$ cat src/rtl/layer_fc_par.sv
// Fully-connected layer y = act(W*x + b) with P parallel MAC lanes.
// W and b are held in internal RAMs loaded through the config port while idle.
module layer_fc_par #(
  parameter int M    = 10,
  parameter int N    = 8,
  parameter int P    = 2,
  parameter int T    = 16,
  parameter int RELU = 1,
  parameter int SAT  = 1
) (
  input  logic                   clk,
  input  logic                   reset,
  input  logic                   s_valid,
  output logic                   s_ready,
  input  logic [T-1:0]           data_in,
  output logic                   m_valid,
  input  logic                   m_ready,
  output logic [T-1:0]           data_out,
  input  logic                   cfg_wr_en,
  input  logic                   cfg_sel,
  input  logic [$clog2(M*N)-1:0] cfg_addr,
  input  logic [T-1:0]           cfg_data
);

  localparam int AW   = $clog2(M*N);
  localparam int BW   = (M > 1) ? $clog2(M) : 1;
  localparam int XW   = (N > 1) ? $clog2(N) : 1;
  localparam int CW   = $clog2(N + 2);
  localparam int G    = M / P;
  localparam int GW   = (G > 1) ? $clog2(G) : 1;
  localparam int OW   = (P > 1) ? $clog2(P) : 1;
  localparam int AccW = 2*T + $clog2(N) + 1;

  localparam logic [1:0] IDLE    = 2'd0;
  localparam logic [1:0] LOAD_X  = 2'd1;
  localparam logic [1:0] COMPUTE = 2'd2;
  localparam logic [1:0] OUTPUT  = 2'd3;

  localparam logic signed [AccW-1:0] SatMax = {{(AccW-T+1){1'b0}}, {(T-1){1'b1}}};
  localparam logic signed [AccW-1:0] SatMin = {{(AccW-T+1){1'b1}}, {(T-1){1'b0}}};

  logic [T-1:0] wMem [M*N];
  logic [T-1:0] bMem [M];
  logic [T-1:0] xMem [N];

  logic [1:0]    state_q, state_d;
  logic [XW-1:0] xAddr_q, xAddr_d;
  logic [CW-1:0] cnt_q, cnt_d;
  logic [GW-1:0] g_q, g_d;
  logic [OW-1:0] oIdx_q, oIdx_d;

  logic                   rdValid_q, prodValid_q;
  logic [T-1:0]           wRd_q   [P];
  logic [T-1:0]           xRd_q;
  logic signed [2*T-1:0]  prod_q  [P];
  logic signed [AccW-1:0] acc_q   [P];
  logic [T-1:0]           outBuf_q[P];

  logic [AW-1:0]          wIdx    [P];
  logic [BW-1:0]          bIdx    [P];
  logic signed [AccW-1:0] accSum  [P];
  logic signed [AccW-1:0] clipped [P];
  logic [T-1:0]           result  [P];

  logic xAccept, issue, computeStart, lastCompute;

  assign s_ready      = !reset && (state_q == IDLE || state_q == LOAD_X);
  assign m_valid      = (state_q == OUTPUT);
  assign data_out     = m_valid ? outBuf_q[oIdx_q] : '0;
  assign xAccept      = s_valid && s_ready;
  assign issue        = (state_q == COMPUTE) && (cnt_q < CW'(N));
  assign computeStart = (state_q == COMPUTE) && (cnt_q == '0);
  assign lastCompute  = (state_q == COMPUTE) && (cnt_q == CW'(N + 1));

  always_comb begin
    state_d = state_q;
    xAddr_d = xAddr_q;
    cnt_d   = cnt_q;
    g_d     = g_q;
    oIdx_d  = oIdx_q;
    case (state_q)
      IDLE: begin
        if (xAccept) begin
          if (N == 1) begin
            state_d = COMPUTE;
            cnt_d   = '0;
            g_d     = '0;
          end else begin
            state_d = LOAD_X;
            xAddr_d = XW'(1);
          end
        end
      end
      LOAD_X: begin
        if (xAccept) begin
          if (xAddr_q == XW'(N - 1)) begin
            state_d = COMPUTE;
            xAddr_d = '0;
            cnt_d   = '0;
            g_d     = '0;
          end else begin
            xAddr_d = xAddr_q + XW'(1);
          end
        end
      end
      COMPUTE: begin
        // N issue cycles, then two more for the product and accumulate stages.
        if (lastCompute) begin
          state_d = OUTPUT;
          oIdx_d  = '0;
        end else begin
          cnt_d = cnt_q + CW'(1);
        end
      end
      OUTPUT: begin
        if (m_ready) begin
          if (oIdx_q == OW'(P - 1)) begin
            if (g_q == GW'(G - 1)) begin
              state_d = IDLE;
              g_d     = '0;
            end else begin
              state_d = COMPUTE;
              g_d     = g_q + GW'(1);
              cnt_d   = '0;
            end
          end else begin
            oIdx_d = oIdx_q + OW'(1);
          end
        end
      end
      default: state_d = IDLE;
    endcase
  end

  always_ff @(posedge clk) begin
    if (reset) begin
      state_q <= IDLE;
      xAddr_q <= '0;
      cnt_q   <= '0;
      g_q     <= '0;
      oIdx_q  <= '0;
    end else begin
      state_q <= state_d;
      xAddr_q <= xAddr_d;
      cnt_q   <= cnt_d;
      g_q     <= g_d;
      oIdx_q  <= oIdx_d;
    end
  end

  always_ff @(posedge clk) begin
    if (xAccept) xMem[xAddr_q] <= data_in;
  end

  // Config port is live only while idle; out-of-range addresses are dropped.
  always_ff @(posedge clk) begin
    if (!reset && state_q == IDLE && cfg_wr_en) begin
      if (!cfg_sel && int'(cfg_addr) < M*N) begin
        wMem[cfg_addr] <= cfg_data;
      end else if (cfg_sel && int'(cfg_addr) < M) begin
        bMem[BW'(cfg_addr)] <= cfg_data;
      end
    end
  end

  always_comb begin
    for (int p = 0; p < P; p++) begin
      wIdx[p] = AW'((int'(g_q) * P + p) * N + int'(cnt_q));
      bIdx[p] = BW'(int'(g_q) * P + p);
    end
  end

  always_ff @(posedge clk) begin
    if (issue) begin
      xRd_q <= xMem[XW'(cnt_q)];
      for (int p = 0; p < P; p++) wRd_q[p] <= wMem[wIdx[p]];
    end
    for (int p = 0; p < P; p++) begin
      prod_q[p] <= $signed({{T{wRd_q[p][T-1]}}, wRd_q[p]}) * $signed({{T{xRd_q[T-1]}}, xRd_q});
    end
  end

  // ReLU first, then saturate or wrap to T bits.
  always_comb begin
    for (int p = 0; p < P; p++) begin
      accSum[p]  = acc_q[p] + {{(AccW-2*T){prod_q[p][2*T-1]}}, prod_q[p]};
      clipped[p] = accSum[p];
      if (RELU != 0 && accSum[p][AccW-1]) clipped[p] = '0;
      if (SAT != 0 && clipped[p] > SatMax) clipped[p] = SatMax;
      else if (SAT != 0 && clipped[p] < SatMin) clipped[p] = SatMin;
      result[p] = clipped[p][T-1:0];
    end
  end

  always_ff @(posedge clk) begin
    if (reset) begin
      rdValid_q   <= 1'b0;
      prodValid_q <= 1'b0;
      for (int p = 0; p < P; p++) begin
        acc_q[p]    <= '0;
        outBuf_q[p] <= '0;
      end
    end else begin
      rdValid_q   <= issue;
      prodValid_q <= rdValid_q;
      for (int p = 0; p < P; p++) begin
        if (computeStart) begin
          acc_q[p] <= {{(AccW-T){bMem[bIdx[p]][T-1]}}, bMem[bIdx[p]]};
        end else if (prodValid_q) begin
          acc_q[p] <= accSum[p];
        end
        if (lastCompute) outBuf_q[p] <= result[p];
      end
    end
  end

endmodule

$ cat config.mk
export PLATFORM = sky130hd
export DESIGN_NAME = layer_fc_par
export DESIGN_NICKNAME = d
export VERILOG_FILES = /design/src/rtl/layer_fc_par.sv
export SDC_FILE = /design/constraint.sdc
export NUM_CORES = 2
export LEC_CHECK = 0
export BUFFER_PORTS_ARGS = -buffer_cell sky130_fd_sc_hd__buf_4
export CELL_PAD_IN_SITES_DETAIL_PLACEMENT = 0
export CELL_PAD_IN_SITES_GLOBAL_PLACEMENT = 2
export CORE_MARGIN = 4
export CORE_UTILIZATION = 35
export DETAILED_ROUTE_END_ITERATION = 7
export PLACE_DENSITY_LB_ADDON = 0.05
export REMOVE_ABC_BUFFERS = 1
export SYNTH_ARGS = -nofsm -noshare
export SYNTH_HDL_FRONTEND = slang
export SYNTH_SLANG_ARGS = --single-unit
export TNS_END_PERCENT = 100
$ cat constraint.sdc
create_clock -name clk -period 8.2 [get_ports clk]
set_input_delay 1.23 -clock clk [delete_from_list [all_inputs] [get_ports clk]]
set_output_delay 1.23 -clock clk [all_outputs]
set_load 0.05 [all_outputs]
==> impl_metrics.yaml <==
die:
  start_util_pct: 35.3
  io_pins: 63
  core-area_um2: 263000
  dieArea_um2: 274000
  std_cell_rows: 188
  die_h_um: 523
  die-width_um: 523
critical_path:
  critPathRequiredTime_ps: 8860
  reg2reg_depth: 22
  crit_path_max_fanout: 25
  path_class: "reg2reg"
  cp.arrival_ps: 7850
  startpoint_type: "flip-flop"
  reg2reg_slack_ps: 1010
  crit_path_end_kind: "flip-flop"
routing:
  drt_iter0_drc: 3600
  drt_wl_total_um: 273000
  avgRoutedWirePerCell_um: 27.5
  antenna_left: 0
  vias_per_cell: 5.08
  drc: 0
  first_pass_iters: 6
  vias: 50400
sta:
  finalHoldViolCount: 0
  setup_viol: 0
  fin_crit_sh_pct: 87.7
  period_needed_ps: 7190
  drv_slew: 0
  relSlewSlack_pct: 23.1
  worst_pin_slew_ps: 1150
  max_freq_mhz: 139
  worst_hold_slack_ps: 436
  fin_ws_ps: 1010
  rsz0062_at_grt: "false"
  fin_skew_ps: 122
cts:
  htree_levels: 4
  cts_hold_buffers: 0
  numCtsBuffers: 210
  cts_setup_buffers: 0
  cts_tree: "yes"
  clockBufferDepth: 4
  root_buffer: "clkbuf_16"
  cts_resized: 0
  clock_latency_ps: 880
  cts_num_sinks: 1803
  path_clk_slew_ps: 60
global_routing:
  grt_max_degree: 96
  antenna_found_initial: 11
  grt_pass1_vias: 53200
  grt_use_total_pct: 19.9
  grt_pass1_wl_um: 395000
  grt.overflow.total: 0
cells_and_area:
  fillers: 24300
  area_growth_pct: 12.9
  fin_area_um2: 105000
  drive_gt1_share_pct: 16.2
  nets: 7038
  final_core_util_pct: 39.9
power_and_ir_drop:
  leakagePower_nw: 38.2
  p_per_area_nw_per_um2: 187
  p_total_mw: 19.6
  ir_drop_v: 0.000183
placement:
  dp_hpwl_um: 186000
  pre_cts_ws_ps: 1040
  post_dp_cell_area_um2: 98300
  port_buffers: 62
  gp_congestion: 0.788
logic_synthesis:
  yosysTopAreaCell: "edfxtp_1"
  synthDistinctLibCells: 80
  syn_avg_cell_area_um2: 15.4
  yosysSeqAreaShare_pct: 57.4
  synth_seq_cells: 1803
  syn_area_um2: 92900
  synth-edff-count: 1720
  postSynth.asyncResetShare_pct: 0
  synthTopCellsByArea: "edfxtp_1, fa_1, mux4_2"
  synth_cells: 6046
  netlist.area_leader.share_pct: 55.6
  ys_warn_count: 0
  synth_ff_type: "edfxtp_1"
min_path:
  hold_depth: 1
  hold_path_class: "reg2reg"
job:
  maxCapViolations: 0
status:
  status: "completed"
==> sequential cells by signal, indices dropped and copies added (netlist names), named ones only <==
register	count
prod_q	64
oIdx_q	1
xRd_q	16
xMem	128
state_q	2
outBuf_q	32
xAddr_q	3
bMem	160
cnt_q	4
wRd_q	32
wMem	1280
acc_q	72
prodValid_q	1
g_q	3
rdValid_q	1
==> layer usage <==
layer	track usage, %	vias up	part of all wire, %
met2	33.9	835	50
li1	-	22400	-
met4	5.05	2	2.6
met5	0	-	0.0048
met3	1.89	293	2.9
met1	27.6	26900	45
==> metrics by stage <==
step	cells	setup TNS, ps
floorplan	5774	-2135370
global placement	9528	0
detailed placement	9528	0
CTS	9904	0
global route	9906	0
finish	9908	0
==> report_power, final <==
group | leakage, nW | total (mW) | switching [mW] | internal, mW
clock | 3.23 | 9.12 | 3.78 | 5.35
sequential | 16.3 | 10.1 | 0.0111 | 10.1
combinational | 18.7 | 0.377 | 0.291 | 0.0858
==> worst max-delay path: stages, from the launching register on <==
cell	delay, ps
edfxtp_1	1050
and2_1	260
fa_1	420
inv_1	80
fa_1	440
fa_1	520
inv_1	50
fa_1	510
fa_1	550
inv_1	60
fa_1	510
inv_1	50
ha_1	330
a211oi_1	240
nand2_1	80
a2bb2oi_1	150
o21ai_0	200
a311o_1	440
a221o_1	350
a221o_1	350
a31oi_1	180
o21bai_1	90
xor2_1	140
==> synth_stat cells (all sizes together), types with 6 or more instances <==
library cell / n
edfxtp: 1720
inv: 622
nand2: 549
fa: 526
mux4: 448
and2: 261
ha: 242
nor2: 213
mux2i: 208
clkbuf: 197
o21ai: 161
a21oi: 151
xnor2: 88
dfxtp: 83
buf: 76
a21o: 56
xor2: 44
nor3: 43
nand3: 36
nand2b: 30
and3: 24
nor2b: 23
o21bai: 21
o22ai: 17
nand4: 14
nor3b: 14
o21a: 14
a211oi: 12
a31oi: 12
or3: 12
a31o: 10
a21boi: 9
o211ai: 8
nor4: 7
a2111oi: 6
a211o: 6
a221o: 6
o31ai: 6
or2: 6
==> worst paths after layout <==
path                         from                endpoint
max            xRd_q[6]$_DFFE_PP_   prod_q[0][62]$_DFF_P_
min reg2reg  rdValid_q$_SDFF_PP0_  prodValid_q$_SDFF_PP0_
min          rdValid_q$_SDFF_PP0_  prodValid_q$_SDFF_PP0_
max reg2reg    xRd_q[6]$_DFFE_PP_   prod_q[0][62]$_DFF_P_
==> cell usage in the layout, fill, tap and decap left out, types with 37 or more instances in the layout <==
cell / Yosys / routed
edfxtp_1: 1720 / 1720
inv_1: 621 / 621
nand2_1: 549 / 548
fa_1: 526 / 526
mux4_2: 448 / 448
and2_1: 261 / 261
ha_1: 242 / 242
buf_4: 1 / 231
clkbuf_16: 0 / 214
mux2i_1: 208 / 208
nor2_1: 213 / 205
o21ai_0: 160 / 160
a21oi_1: 150 / 150
xnor2_1: 88 / 88
dfxtp_1: 83 / 76
a21o_1: 56 / 56
clkbuf_1: 197 / 46
clkinv_1: 1 / 43
xor2_1: 44 / 42
nor3_1: 43 / 37
==> kinds of logic after synthesis <==
kind of cell | count (synthesis) | synth area share, %
flops | 1803 | 57.4
fa+ha+maj | 768 | 14.6
other cells | 1 | 0.00404
mux | 659 | 13.1
compound gates | 527 | 3.51
xor+xnor | 132 | 1.24
simple gates | 1260 | 6.47
buf+inv | 896 | 3.65
==> cell type report <==
| class | instances | area (µm²) | area share (%) |
|---|---|---|---|
| Antenna cell | 4 | 10.0 | 0.00954 |
| Clock buffer | 262 | 5560 | 5.30 |
| Clock inverter | 114 | 1080 | 1.03 |
| Inverter | 623 | 2350 | 2.24 |
| Multi-Input combinational cell | 3348 | 36300 | 34.6 |
| Sequential cell | 1803 | 53300 | 50.8 |
| Tap cell | 3515 | 4400 | 4.19 |
| Timing Repair Buffer | 239 | 1890 | 1.81 |
Note: power is estimated with default switching activity, not from simulation.
